===== config.mk =====
export PLATFORM = sky130hd
export DESIGN_NAME = pcie_tx_arb
export DESIGN_NICKNAME = d
export VERILOG_FILES = /design/src/rtl/dma_tx_pkg.sv /design/src/rtl/rr_pick.sv /design/src/rtl/pcie_tx_arb.sv
export SDC_FILE = /design/constraint.sdc
export NUM_CORES = 1
export LEC_CHECK = 0
export ABC_AREA = 1
export CORE_AREA = 2 2 124 126
export CTS_BUF_LIST = sky130_fd_sc_hd__clkbuf_16
export DETAILED_ROUTE_END_ITERATION = 7
export DIE_AREA = 0 0 126 128
export SYNTH_ARGS = -nofsm -noshare
export SYNTH_HDL_FRONTEND = slang
export SYNTH_SLANG_ARGS = --single-unit

===== constraint.sdc =====
create_clock -name pcie_clk -period 1.8 [get_ports pcie_clk]
set_clock_uncertainty 0.1 [all_clocks]
set_input_delay 0.18 -clock pcie_clk [delete_from_list [all_inputs] [get_ports pcie_clk]]
set_output_delay 0.18 -clock pcie_clk [all_outputs]
set_load 0.02 [all_outputs]

===== src/rtl/dma_tx_pkg.sv =====
// Shared TX-side types: arbiter states, source indices and the idle TRN bundle.
package dma_tx_pkg;

  typedef enum logic [1:0] {
    StIdle,
    StBusy,
    StGap
  } tx_state_e;

  localparam int unsigned TX_SRC_CM = 0;
  localparam int unsigned TX_SRC_WR = 1;
  localparam int unsigned TX_SRC_RD = 2;

  localparam logic [63:0] TD_IDLE   = 64'h0;
  localparam logic [7:0]  TREM_IDLE = 8'hFF;

  typedef struct packed {
    logic [63:0] td;
    logic [7:0]  trem_n;
    logic        tsof_n;
    logic        teof_n;
    logic        tsrc_rdy_n;
  } trn_bundle_t;

  localparam trn_bundle_t TRN_IDLE = '{
    td:         TD_IDLE,
    trem_n:     TREM_IDLE,
    tsof_n:     1'b1,
    teof_n:     1'b1,
    tsrc_rdy_n: 1'b1
  };

endpackage


===== src/rtl/rr_pick.sv =====
// Combinational round-robin selector: first set request after last_idx, wrapping at NumReq.
module rr_pick #(
  parameter int unsigned NumReq  = 3,
  parameter int unsigned IdxBits = 2
) (
  input  logic [NumReq-1:0]  req,
  input  logic [IdxBits-1:0] last_idx,
  output logic [IdxBits-1:0] winner,
  output logic               found
);

  logic [IdxBits-1:0] cand;

  always_comb begin
    winner = '0;
    found  = 1'b0;
    cand   = last_idx;
    for (int unsigned off = 0; off < NumReq; off++) begin
      // Explicit wrap so a non-power-of-2 NumReq never selects a phantom index.
      if (cand == IdxBits'(NumReq - 1)) begin
        cand = '0;
      end else begin
        cand = cand + IdxBits'(1);
      end
      if (!found && req[cand]) begin
        found  = 1'b1;
        winner = cand;
      end
    end
  end

endmodule


===== src/rtl/pcie_tx_arb.sv =====
// Per-packet round-robin arbiter sharing the 64-bit TRN TX interface between packet sources,
// with credit/link gating, a per-packet watchdog and sticky error flags.
module pcie_tx_arb
  import dma_tx_pkg::*;
#(
  parameter int unsigned NUM_REQ     = 3,
  parameter int unsigned REQ_BITS    = 2,
  parameter int unsigned WDOG_CYCLES = 1024,
  parameter int unsigned MIN_TBUF    = 1
) (
  input  logic                  pcie_clk,
  input  logic                  rst_n,
  input  logic [NUM_REQ-1:0]    req_v,
  input  logic [NUM_REQ-1:0]    req_done,
  output logic [NUM_REQ-1:0]    req_grant,
  output logic                  req_stall,
  input  logic [64*NUM_REQ-1:0] src_td,
  input  logic [8*NUM_REQ-1:0]  src_trem_n,
  input  logic [NUM_REQ-1:0]    src_tsof_n,
  input  logic [NUM_REQ-1:0]    src_teof_n,
  input  logic [NUM_REQ-1:0]    src_tsrc_rdy_n,
  output logic [63:0]           trn_td,
  output logic [7:0]            trn_trem_n,
  output logic                  trn_tsof_n,
  output logic                  trn_teof_n,
  output logic                  trn_tsrc_rdy_n,
  input  logic                  trn_tdst_rdy_n,
  input  logic [5:0]            trn_tbuf_av,
  input  logic                  trn_lnk_up_n,
  output logic                  err_wdog,
  output logic                  err_lnk,
  input  logic                  err_clr
);

  localparam int unsigned WDOG_W = $clog2(WDOG_CYCLES);

  tx_state_e             state_q, state_d;
  logic [NUM_REQ-1:0]    grant_q, grant_d;
  logic [REQ_BITS-1:0]   grant_idx_q, grant_idx_d;
  logic [REQ_BITS-1:0]   last_idx_q, last_idx_d;
  logic [WDOG_W-1:0]     wdog_q, wdog_d;
  logic                  err_wdog_q, err_wdog_d;
  logic                  err_lnk_q, err_lnk_d;

  logic                  wdog_fire;
  logic                  lnk_fire;
  logic                  busy;
  logic                  eligible;
  logic [REQ_BITS-1:0]   winner;
  logic                  found;
  trn_bundle_t           src [NUM_REQ];
  trn_bundle_t           trn_out;

  rr_pick #(
    .NumReq  (NUM_REQ),
    .IdxBits (REQ_BITS)
  ) u_rr_pick (
    .req      (req_v),
    .last_idx (last_idx_q),
    .winner   (winner),
    .found    (found)
  );

  always_comb begin
    for (int i = 0; i < NUM_REQ; i++) begin
      src[i].td         = src_td[64*i +: 64];
      src[i].trem_n     = src_trem_n[8*i +: 8];
      src[i].tsof_n     = src_tsof_n[i];
      src[i].teof_n     = src_teof_n[i];
      src[i].tsrc_rdy_n = src_tsrc_rdy_n[i];
    end
  end

  assign busy     = (state_q == StBusy);
  assign eligible = found && !trn_lnk_up_n && (trn_tbuf_av >= 6'(MIN_TBUF));

  always_comb begin
    state_d     = state_q;
    grant_d     = grant_q;
    grant_idx_d = grant_idx_q;
    last_idx_d  = last_idx_q;
    wdog_d      = wdog_q;
    wdog_fire   = 1'b0;
    lnk_fire    = 1'b0;
    unique case (state_q)
      StIdle: begin
        if (eligible) begin
          state_d     = StBusy;
          grant_d     = NUM_REQ'(1) << winner;
          grant_idx_d = winner;
          last_idx_d  = winner;
          wdog_d      = '0;
        end
      end
      StBusy: begin
        if (trn_lnk_up_n) begin
          lnk_fire = 1'b1;
          grant_d  = '0;
          state_d  = StGap;
        end else if (!trn_tdst_rdy_n) begin
          // Done takes priority over a watchdog expiry landing on the same beat.
          if (req_done[grant_idx_q]) begin
            grant_d = '0;
            state_d = StGap;
          end else if (wdog_q == WDOG_W'(WDOG_CYCLES - 1)) begin
            wdog_fire = 1'b1;
            grant_d   = '0;
            state_d   = StGap;
          end else begin
            wdog_d = wdog_q + WDOG_W'(1);
          end
        end
      end
      StGap: begin
        state_d = StIdle;
      end
      default: begin
        state_d = StIdle;
        grant_d = '0;
      end
    endcase
  end

  // A new error outranks a same-cycle clear.
  assign err_wdog_d = (err_wdog_q && !err_clr) || wdog_fire;
  assign err_lnk_d  = (err_lnk_q && !err_clr) || lnk_fire;

  always_ff @(posedge pcie_clk or negedge rst_n) begin
    if (!rst_n) begin
      state_q     <= StIdle;
      grant_q     <= '0;
      grant_idx_q <= '0;
      last_idx_q  <= REQ_BITS'(NUM_REQ - 1);
      wdog_q      <= '0;
      err_wdog_q  <= 1'b0;
      err_lnk_q   <= 1'b0;
    end else begin
      state_q     <= state_d;
      grant_q     <= grant_d;
      grant_idx_q <= grant_idx_d;
      last_idx_q  <= last_idx_d;
      wdog_q      <= wdog_d;
      err_wdog_q  <= err_wdog_d;
      err_lnk_q   <= err_lnk_d;
    end
  end

  always_comb begin
    trn_out = TRN_IDLE;
    if (busy) begin
      trn_out = src[grant_idx_q];
    end
  end

  assign trn_td         = trn_out.td;
  assign trn_trem_n     = trn_out.trem_n;
  assign trn_tsof_n     = trn_out.tsof_n;
  assign trn_teof_n     = trn_out.teof_n;
  assign trn_tsrc_rdy_n = trn_out.tsrc_rdy_n;
  assign req_stall      = !busy || trn_tdst_rdy_n;
  assign req_grant      = grant_q;
  assign err_wdog       = err_wdog_q;
  assign err_lnk        = err_lnk_q;

endmodule


==> results.toml <==
[clocking]
clk_latency_ps = 250
cts_hold_buf = 0
clock_path_buffers = 2
cts-root-buf = "clkbuf_16"
numCtsBuffers = 3
clkSinkCount = 20
cts_tree = "built"
cts.clk_slew.worst_paths_ps = 60
cts_max_level = 1

[power_and_ir_drop]
clockPowerShare_pct = 4.5
swShare_pct = 50.3
finalPower_w = 0.0104
power.switching_w = 0.00520
comb_power_share_pct = 89.3
leakage_nw = 3.44
seq_power_share_pct = 6.3
p_int_w = 0.00515
peakVddDrop_v = 0.000619
p_per_area_nw_per_um2 = 1270

[routing]
routed_wirelength_um = 20400
antenna_left = 0
drc = 0
viasPerCell = 4.67
dr.pass1.iters = 5
vias = 5402
wire_per_inst_um = 17.6
drt_iter0_markers = 224

[logic_synthesis]
syn_inst = 600
synth-seq-cells = 20
ys_seq_area_share_pct = 16.3
syn_nets = 843
synth_warnings = 0
synth_area_um2 = 3080
syn-mean-instance-area_um2 = 5.13
yosysUniqueCellTypes = 31

[run]
cap_violations = 0

[grt]
overflow = 0
grt_pass1_wl_um = 29300
grt_pass1_vias = 5065
antenna_found_initial = 1
grt_start_max_net_pins = 41
grt_usage_pct = 23.0

[floorplanning]
start_util_pct = 20.7
io_pins = 323
core_area_um2 = 14900
num_rows = 45
fp.dieH_um = 128
dieArea_um2 = 16100
die_w_um = 126

[critical_path]
timing.reg2reg.setup_slack_ps = -150
worstRegToRegCells = 13
path_max_fanout = 8
cp-startpoint = "grant_idx_q[0]"
slowest_stage = "dfrtp_2"
cp_num_cells = 9
crit_type = "flop to output port"
crit_required_ps = 1520
crit_path_end_kind = "output port"
path_cells = "inv_4 > nand2_4 > inv_8 > buf_6 > buf_12 > buf_12 > nand2_4 > a21oi_2 > buf_4"
crit_end = "trn_td[20]"
cp.buffers_inverters = 6
critPathMaxStageDelay_ps = 450
cp-start-kind = "flop"
worstPathArrival_ps = 1680
path_delay_family = "buffers and inverters"
rr_startpoint = "grant_idx_q[0]"
r2r-end = "req_grant[0]"

[sta]
period_share_pct = 109
rsz0062_at_grt = "yes"
hold_viol = 0
setup_violations = 91
worst_slack_ps = -161
worst_slew_pin_slew_ps = 437
fmax_mhz = 510
min_period_ps = 1960
maxSlewViolCount = 0
maxSlewHeadroom_pct = 70.6

[layout]
syn2layout_area_growth_pct = 164
nets = 1212
fin_cells = 1157
drive_gt1_share_pct = 32.6

[placed_design]
place_inst = 1123
port_buffers = 322
routabilityCongestion = 0.875
dp_hpwl_um = 14200
pre_cts_ws_ps = -356

[status]
status = "finished, violations left"
violations = "negative setup slack"

[min_path]
hp-class = "input port to async pin"
[cell families after synthesis]
| family | after synthesis | share of synthesized area, % |
|---|---|---|
| buf+inv | 70 | 10.2 |
| fa+ha+maj | 1 | 0.406 |
| xor+xnor | 4 | 1.14 |
| simple gates | 345 | 44.4 |
| compound gates | 160 | 27.6 |
| flops | 20 | 16.3 |
[metrics by stage]
stage	util (%)	TNS [ps]	hold WS, ps	cell area [um2]
2_1_floorplan	-	0	-216	3080
3_3_place_gp	46.2	-18990	370	6860
3_5_place_dp	46.2	-20410	370	6860
4_1_cts	50.6	-5990	181	7530
5_1_grt	54.7	-15130	188	8130
6_report	54.7	-6760	171	8130
[registers in the layout, indices dropped and copies added (netlist names)]
register	cells
state_q	2
wdog_q	10
last_idx_q	1
req_grant	3
err_wdog	1
grant_idx_q	2
err_lnk	1
[power groups by stage]
stage,clock (W),sequential [W],combinational [W]
2_1_floorplan,0,0.000656,0.00358
3_3_place_gp,0,0.000640,0.00711
3_5_place_dp,0,0.000640,0.00709
4_1_cts,0.000476,0.000651,0.00824
5_1_grt,0.000501,0.000668,0.00988
6_report,0.000461,0.000651,0.00924
[worst min path at each step]
stage / startpoint / to / slack, ps / cells after the start
global placement: req_grant[2] / req_grant[2] / 370 / 2
CTS: rst_n / err_wdog / 180 / 2
floorplan: rst_n / err_lnk / -220 / 0
global route: rst_n / wdog_q[4] / 190 / 2
finish: rst_n / wdog_q[4] / 170 / 2
detailed placement: req_grant[0] / req_grant[0] / 370 / 2
[what timing repair did]
| action | 4_1_cts | 5_1_grt |
|---|---|---|
| pin swaps | 50 | 35 |
| setup endpoints to repair | 94 | 93 |
| buffers inserted | 10 | 10 |
| gates cloned | 11 | 1 |
| gates resized for setup | 497 | 142 |
| endpoints found under the hold margin | 0 | 0 |
[cell usage after synthesis, drive strengths merged]
cell,number,share of area [%]
nor2,169,21
nand2,141,17
o21ai,79,13
a21oi,67,11
nand3,30,5.0
buf,26,4.8
inv,25,3.1
clkbuf,19,2.3
dfrtp,19,15
o211ai,11,2.7
nor3b,3,0.73
xor2,3,0.85
dfstp,1,0.85
ha,1,0.41
nand4,1,0.20
o21bai,1,0.24
o22ai,1,0.20
o32ai,1,0.28
or2,1,0.20
xnor2,1,0.28
[per-layer routing]
| layer | GRT usage (%) | wire [um] |
|---|---|---|
| met1 | 29.9 | 8710 |
| met2 | 40.2 | 9990 |
| met3 | 3.84 | 1310 |
| met4 | 5.11 | 369 |
| met5 | 0 | 0 |
[final cells by class]
type	instances	area [um2]
fillers	1478	6730
repair buffers	409	4300
multi-input cells	510	2900
flip-flops and latches	20	504
well taps	188	235
inverters	25	106
clock buffers	3	75.1
clock inverters	1	3.75
diodes	1	2.50
[placed cells by master, fill, tap and decap left out, types with 2 or more instances in the layout]
master	count
nand3_2	7
buf_12	15
a21oi_1	14
dfrtp_1	17
buf_16	8
nor2_1	155
inv_2	4
buf_6	46
o21ai_0	49
buf_8	4
dfrtp_2	2
xor2_1	3
o211ai_1	11
nand2_2	32
a21oi_4	6
inv_4	2
nand2_1	87
nand3_1	20
o21ai_2	8
nor3b_1	3
bufbuf_16	2
nand2_4	22
nand3_4	3
clkbuf_16	4
inv_1	18
clkdlybuf4s50_1	246
nor2_2	8
buf_4	85
nor2_4	6
o21ai_1	21
a21oi_2	47
Power figures use the tool's default switching activity.
